`config.mk`:
```
export PLATFORM = sky130hd
export DESIGN_NAME = seven_seg_scan_decoder_flat
export DESIGN_NICKNAME = d
export VERILOG_FILES = /design/src/rtl/seven_seg_scan_decoder_if.sv /design/src/rtl/seven_seg_scan_decoder.sv /design/src/flat_wrapper.sv
export SDC_FILE = /design/constraint.sdc
export NUM_CORES = 1
export LEC_CHECK = 0
export ABC_AREA = 0
export CAP_MARGIN = 20
export CORE_MARGIN = 2
export CORE_UTILIZATION = 40
export CTS_CLUSTER_SIZE = 24
export DETAILED_ROUTE_END_ITERATION = 10
export GPL_TIMING_DRIVEN = 1
export PLACE_DENSITY = 0.71
export SKIP_LAST_GASP = 1
export SYNTH_ARGS = -nofsm -noshare
export SYNTH_HDL_FRONTEND = slang
export SYNTH_SLANG_ARGS = --single-unit
export TNS_END_PERCENT = 5
```
`constraint.sdc`:
```
create_clock -name clk -period 4.51 [get_ports clk]
set_clock_uncertainty 0.2 [all_clocks]
set_input_delay 0.902 -clock clk [delete_from_list [all_inputs] [get_ports clk]]
set_output_delay 0.902 -clock clk [all_outputs]
set_load 0.02 [all_outputs]
```
`src/rtl/seven_seg_scan_decoder_if.sv`:
```
// Multiplexed seven-segment scan bus: active-low segments and active-low anodes.
// The display driver is the master; the scan decoder samples it as the slave.
interface seven_seg_scan_decoder_if;
    logic [6:0] seg_vector;
    logic       a1;
    logic       a2;
    logic       a3;
    logic       a4;

    modport master (output seg_vector, a1, a2, a3, a4);
    modport slave  (input  seg_vector, a1, a2, a3, a4);
endinterface

```
`src/rtl/seven_seg_scan_decoder.sv`:
```
// Receive-side monitor for a four-digit multiplexed seven-segment scan.
// Decodes lit digits back to BCD, assembles 1-2-3-4 frames, and tracks blanking and protocol errors.
module seven_seg_scan_decoder #(
    parameter int DARK_CYCLES = 4
) (
    input  logic                          clk,
    input  logic                          rst,
    seven_seg_scan_decoder_if.slave       bus,
    output logic [3:0]                    val1,
    output logic [3:0]                    val2,
    output logic [3:0]                    val3,
    output logic [3:0]                    val4,
    output logic [13:0]                   value,
    output logic                          frame_valid,
    output logic                          blank,
    output logic [7:0]                    blink_count,
    output logic                          err,
    output logic [7:0]                    err_count
);

    typedef enum logic [1:0] {
        IDLE = 2'd0,
        GOT1 = 2'd1,
        GOT2 = 2'd2,
        GOT3 = 2'd3
    } state_t;

    state_t      state;
    state_t      state_next;

    logic [3:0]  anodes;
    logic        seg_legal;
    logic [3:0]  seg_bcd;
    logic        one_low;
    logic [1:0]  pos;
    logic        is_digit;
    logic        is_dark;
    logic        is_error;

    logic        load1;
    logic        load2;
    logic        load3;
    logic        commit;

    logic [3:0]  sh1;
    logic [3:0]  sh2;
    logic [3:0]  sh3;
    logic [13:0] commit_value;
    logic [7:0]  dark_run;

    assign anodes = {bus.a1, bus.a2, bus.a3, bus.a4};

    always_comb begin
        seg_legal = 1'b1;
        seg_bcd   = 4'd0;
        case (bus.seg_vector)
            7'b0000001: seg_bcd = 4'd0;
            7'b1001111: seg_bcd = 4'd1;
            7'b0010010: seg_bcd = 4'd2;
            7'b0000110: seg_bcd = 4'd3;
            7'b1001100: seg_bcd = 4'd4;
            7'b0100100: seg_bcd = 4'd5;
            7'b0100000: seg_bcd = 4'd6;
            7'b0001111: seg_bcd = 4'd7;
            7'b0000000: seg_bcd = 4'd8;
            7'b0000100: seg_bcd = 4'd9;
            default:    seg_legal = 1'b0;
        endcase
    end

    // pos is zero-based: 0 means the thousands anode a1 is the one pulled low.
    always_comb begin
        one_low = 1'b1;
        pos     = 2'd0;
        case (anodes)
            4'b0111: pos = 2'd0;
            4'b1011: pos = 2'd1;
            4'b1101: pos = 2'd2;
            4'b1110: pos = 2'd3;
            default: one_low = 1'b0;
        endcase
        is_digit = one_low && seg_legal;
        is_dark  = (anodes == 4'b1111) && (bus.seg_vector == 7'b1111111);
        is_error = !is_digit && !is_dark;
    end

    always_ff @(posedge clk or posedge rst) begin
        if (rst) begin
            state <= IDLE;
        end else begin
            state <= state_next;
        end
    end

    always_comb begin
        state_next = IDLE;
        if (is_digit) begin
            if (pos == 2'd0) begin
                state_next = GOT1;
            end else if (state == GOT1 && pos == 2'd1) begin
                state_next = GOT2;
            end else if (state == GOT2 && pos == 2'd2) begin
                state_next = GOT3;
            end
        end
    end

    always_comb begin
        load1  = is_digit && (pos == 2'd0);
        load2  = is_digit && (state == GOT1) && (pos == 2'd1);
        load3  = is_digit && (state == GOT2) && (pos == 2'd2);
        commit = is_digit && (state == GOT3) && (pos == 2'd3);
    end

    // The ones digit comes straight from the current cycle so the commit lands on the DIGIT(4) edge.
    assign commit_value = 14'(sh1) * 14'd1000 + 14'(sh2) * 14'd100
                        + 14'(sh3) * 14'd10 + 14'(seg_bcd);

    always_ff @(posedge clk or posedge rst) begin
        if (rst) begin
            sh1 <= 4'd0;
            sh2 <= 4'd0;
            sh3 <= 4'd0;
        end else if (is_dark) begin
            sh1 <= 4'd0;
            sh2 <= 4'd0;
            sh3 <= 4'd0;
        end else begin
            if (load1) sh1 <= seg_bcd;
            if (load2) sh2 <= seg_bcd;
            if (load3) sh3 <= seg_bcd;
        end
    end

    always_ff @(posedge clk or posedge rst) begin
        if (rst) begin
            val1        <= 4'd0;
            val2        <= 4'd0;
            val3        <= 4'd0;
            val4        <= 4'd0;
            value       <= 14'd0;
            frame_valid <= 1'b0;
        end else begin
            frame_valid <= commit;
            if (commit) begin
                val1  <= sh1;
                val2  <= sh2;
                val3  <= sh3;
                val4  <= seg_bcd;
                value <= commit_value;
            end
        end
    end

    // Errors reset the dark run but leave blank alone; only a lit digit ends a blank interval.
    always_ff @(posedge clk or posedge rst) begin
        if (rst) begin
            dark_run    <= 8'd0;
            blank       <= 1'b0;
            blink_count <= 8'd0;
        end else if (is_dark) begin
            if (dark_run < 8'(DARK_CYCLES)) begin
                dark_run <= dark_run + 8'd1;
            end
            if (({1'b0, dark_run} + 9'd1 >= 9'(DARK_CYCLES)) && !blank) begin
                blank <= 1'b1;
                if (blink_count != 8'd255) begin
                    blink_count <= blink_count + 8'd1;
                end
            end
        end else if (is_digit) begin
            dark_run <= 8'd0;
            blank    <= 1'b0;
        end else begin
            dark_run <= 8'd0;
        end
    end

    always_ff @(posedge clk or posedge rst) begin
        if (rst) begin
            err       <= 1'b0;
            err_count <= 8'd0;
        end else begin
            err <= is_error;
            if (is_error && err_count != 8'd255) begin
                err_count <= err_count + 8'd1;
            end
        end
    end

endmodule

```
`src/flat_wrapper.sv`:
```
// flat-port wrapper written by rule: the top's interface ports become plain ports
module seven_seg_scan_decoder_flat 
#(
    parameter int DARK_CYCLES = 4
)
  (clk, rst, val1, val2, val3, val4, value, frame_valid, blank, blink_count, err, err_count, bus_seg_vector, bus_a1, bus_a2, bus_a3, bus_a4);
  seven_seg_scan_decoder_if bus_i ();
  input  logic clk;
  input  logic rst;
  output logic [3:0] val1;
  output logic [3:0] val2;
  output logic [3:0] val3;
  output logic [3:0] val4;
  output logic [13:0] value;
  output logic frame_valid;
  output logic blank;
  output logic [7:0] blink_count;
  output logic err;
  output logic [7:0] err_count;
  input wire logic [$bits(bus_i.seg_vector)-1:0] bus_seg_vector;
  input wire logic [$bits(bus_i.a1)-1:0] bus_a1;
  input wire logic [$bits(bus_i.a2)-1:0] bus_a2;
  input wire logic [$bits(bus_i.a3)-1:0] bus_a3;
  input wire logic [$bits(bus_i.a4)-1:0] bus_a4;
  assign bus_i.seg_vector = bus_seg_vector;
  assign bus_i.a1 = bus_a1;
  assign bus_i.a2 = bus_a2;
  assign bus_i.a3 = bus_a3;
  assign bus_i.a4 = bus_a4;
  seven_seg_scan_decoder #(.DARK_CYCLES(DARK_CYCLES)) u_core (.clk(clk), .rst(rst), .bus(bus_i), .val1(val1), .val2(val2), .val3(val3), .val4(val4), .value(value), .frame_valid(frame_valid), .blank(blank), .blink_count(blink_count), .err(err), .err_count(err_count));
endmodule
```
==> results.py <==
metrics = {
    "outcome": {
        "outcome": "finished with violations",
        "violations": "design-rule violations",
    },
    "place": {
        "dp_hpwl_um": 7680,
        "place_ws_ps": -407,
        "place_inst": 693,
        "port_buffers": 61,
        "gp_congestion": 0.815,
        "dpl_cell_area_sq_um": 5770,
    },
    "yosys": {
        "synth_top_area_cell": "dfrtp_1",
        "netlist.area_leader.share": 0.369,
        "avgSynthCellArea_sq_um": 10.2,
        "yosysMostFrequentCell": "dfrtp_1",
        "ys_ff_latch": 70,
        "synth_edf_count": 0,
        "synth_cells": 465,
        "netlist_top_cells_area": "dfrtp_1 37%, ha_1 15%, fa_1 7.2%",
        "synth_area_sq_um": 4750,
        "ys_warn_count": 0,
        "synth_common_cells": "70 x dfrtp_1, 55 x ha_1, 49 x inv_1",
        "synth_flop_cell": "dfrtp_1",
        "synth_nets": 550,
        "ys_types": 62,
        "synth.yosys.seq_area_share": 0.369,
        "async_flop_share": 1.00,
    },
    "final_layout": {
        "nets": 647,
        "area_growth_pct": 30.4,
        "drive_gt1_frac": 0.145,
        "num-fill-cells": 1029,
        "antenna_cells": 0,
        "layout.cells.non_filler": 709,
        "stdcell_area_sq_um": 6190,
    },
    "worst_setup_path": {
        "required_ps": 4530,
        "rr_worst_depth": 13,
        "r2r_start": "u_core.sh1[1]",
        "path_class": "reg2reg",
        "worst_ep_arrival_time_ps": 4420,
        "endpoint_kind": "register",
        "worst_path_largest_cell_delay_ps": 600,
        "worst-path-max-fanout": 6,
        "regToRegEndpoint": "u_core.value[8]",
        "r2r_setup_slack_ps": 100,
        "startpoint_type": "register",
        "cp_slowest_cell": "fa_2",
        "path_cells": "buf_4, ha_1, fa_1, fa_2, fa_1, ha_1, ha_4, nand3_1, o211ai_1, buf_4, nor2_1, xnor2_1, mux2_1",
    },
    "min_path": {
        "hold_path_end": "u_core.dark_run[7]",
        "hold_class": "reg2reg",
        "min_path_cells": 1,
        "hold_path.startpoint": "u_core.dark_run[7]",
    },
    "clock_tree": {
        "cts-htree-levels": 3,
        "cts.sinks": 70,
        "cts_tree": "yes",
        "clk_latency_ps": 340,
        "clk_pin_slew_worst_paths_ps": 60,
        "cts_made_buffers": 9,
        "hold_buffers": 0,
        "cts_buffer_depth": 2,
        "root_buffer": "clkbuf_16",
    },
    "power_and_ir_drop": {
        "peakVddDrop_v": 0.000271,
        "power_uw": 1800,
        "cellLeakagePower_uw": 0.00314,
        "power_density_nw_per_um2": 291,
    },
    "sta": {
        "hold_ws_ps": 279,
        "clock.fmax_mhz": 227,
        "setup_viol": 0,
        "setup_slack_ps": 104,
        "min_period_over_period": 0.977,
        "slew_viol_final": 0,
        "relSlewSlack": 0.556,
        "final.min_clock_period_ps": 4410,
        "worst_slew_pin_slew_ps": 665,
        "hold_viol": 0,
        "rsz0062_at_grt": "yes",
    },
    "global_routing": {
        "grt_pass1_wl_um": 17100,
        "grt_overflow": 0,
        "grt_max_degree": 34,
        "grt.total_usage": 0.167,
        "antenna_found_initial": 0,
        "grt_pass1_vias": 3712,
    },
    "detailed_routing": {
        "vias_per_cell": 5.13,
        "ant_nets": 0,
        "dr.pass1.iters": 7,
        "routed_wl_um": 10300,
        "first_iter_violations": 145,
        "vias": 3639,
        "wl_per_cell_um": 14.6,
        "route.detailed.drc": 2,
    },
    "floorplan": {
        "die_h_um": 113,
        "die_x_um": 113,
        "core_sq_um": 11500,
        "start_util": 0.412,
        "ios": 62,
        "row_count": 39,
        "die_area_sq_um": 12800,
    },
    "run": {
        "maxCapViolCount": 0,
    },
}
-- where the power goes --
| group | internal (uW) | switching (uW) | total (uW) |
|---|---|---|---|
| Combinational | 141 | 138 | 279 |
| Clock | 537 | 276 | 813 |
| Sequential | 667 | 40.0 | 707 |
| Total | 1340 | 454 | 1800 |
-- metal layers --
metal	part of all wire	wire [um]	vias up	GRT usage
met3	0.033	337	11	0.0418
met1	0.42	4390	1786	0.198
met2	0.53	5500	47	0.300
li1	-	-	1795	-
met4	0.011	115	0	0.0480
met5	0	0	-	0
-- metrics by stage --
stage / utilization / TNS (ps)
after global placement: 0.501 / -1350
after detailed placement: 0.501 / -1500
after CTS: 0.531 / 0
after global routing: 0.537 / -209
after floorplan: - / 0
final: 0.537 / 0
-- worst max-delay path by stage --
| stage | slack (ps) | from | to | cells past startpoint |
|---|---|---|---|---|
| floorplan | 50 | u_core.sh1[2] | u_core.value[13] | 17 |
| global placement | -400 | bus_seg_vector[0] | u_core.value[13] | 17 |
| detailed placement | -410 | bus_seg_vector[0] | u_core.value[13] | 17 |
| CTS | 7 | u_core.sh1[1] | u_core.value[13] | 17 |
| global route | -70 | u_core.sh1[2] | u_core.value[12] | 14 |
| finish | 100 | u_core.sh1[1] | u_core.value[8] | 13 |
-- layout make-up --
type	instances	area, sq um	area share
flip-flops and latches	70	1750	0.283
well taps	143	179	0.0289
clock inverters	6	111	0.0180
clock buffers	9	225	0.0364
multi-input cells	330	2820	0.456
repair buffers	101	911	0.147
inverters	50	188	0.0303
-- cells by family after synthesis --
group,after synthesis,share of synthesized area
compound gates,71,0.0991
flops,70,0.369
fa+ha+maj,72,0.217
simple gates,130,0.147
buf+inv,65,0.0525
xor+xnor,32,0.0591
mux,25,0.0564
-- timing repair --
item                       in CTS  in global routing
cloned                          0                  0
setup endpoints to repair       2                  7
buffers inserted                0                  1
resized for setup               3                 13
pin swaps                       0                 11
-- layout by cell type (no fill, tap or decap), types with 6 or more instances in the layout --
master / count
clkdlybuf4s50_1: 61
inv_1: 47
o21ai_0: 6
ha_1: 52
nand3_1: 17
a21oi_1: 12
nor3_1: 7
dfrtp_1: 70
nor2_1: 21
clkbuf_16: 9
and2_1: 7
nand2_1: 37
mux2_1: 12
xnor2_1: 22
mux2i_1: 11
o21ai_1: 18
fa_1: 15
buf_4: 40
xor2_1: 10
-- worst max-delay path, delay by kind of cell, from the launching register on --
family	cells	cell delay [ps]
and+or+nand+nor	2	130
AOI/OAI and AO/OA	1	320
muxes	1	290
adders and majority gates	6	2470
xor gates and xnor gates	1	120
buffers and inverters	2	350
DFF	1	410
-- registers in the layout (all words and copies together) (netlist names) --
name	count
u_core.value	14
u_core.blink_count	8
u_core.dark_run	8
u_core.err_count	8
u_core.sh1	4
u_core.sh2	4
u_core.sh3	4
u_core.val1	4
u_core.val2	4
u_core.val3	4
u_core.val4	3
u_core.state	2
u_core.blank	1
u_core.err	1
u_core.frame_valid	1
(Power assumes the default switching activity.)
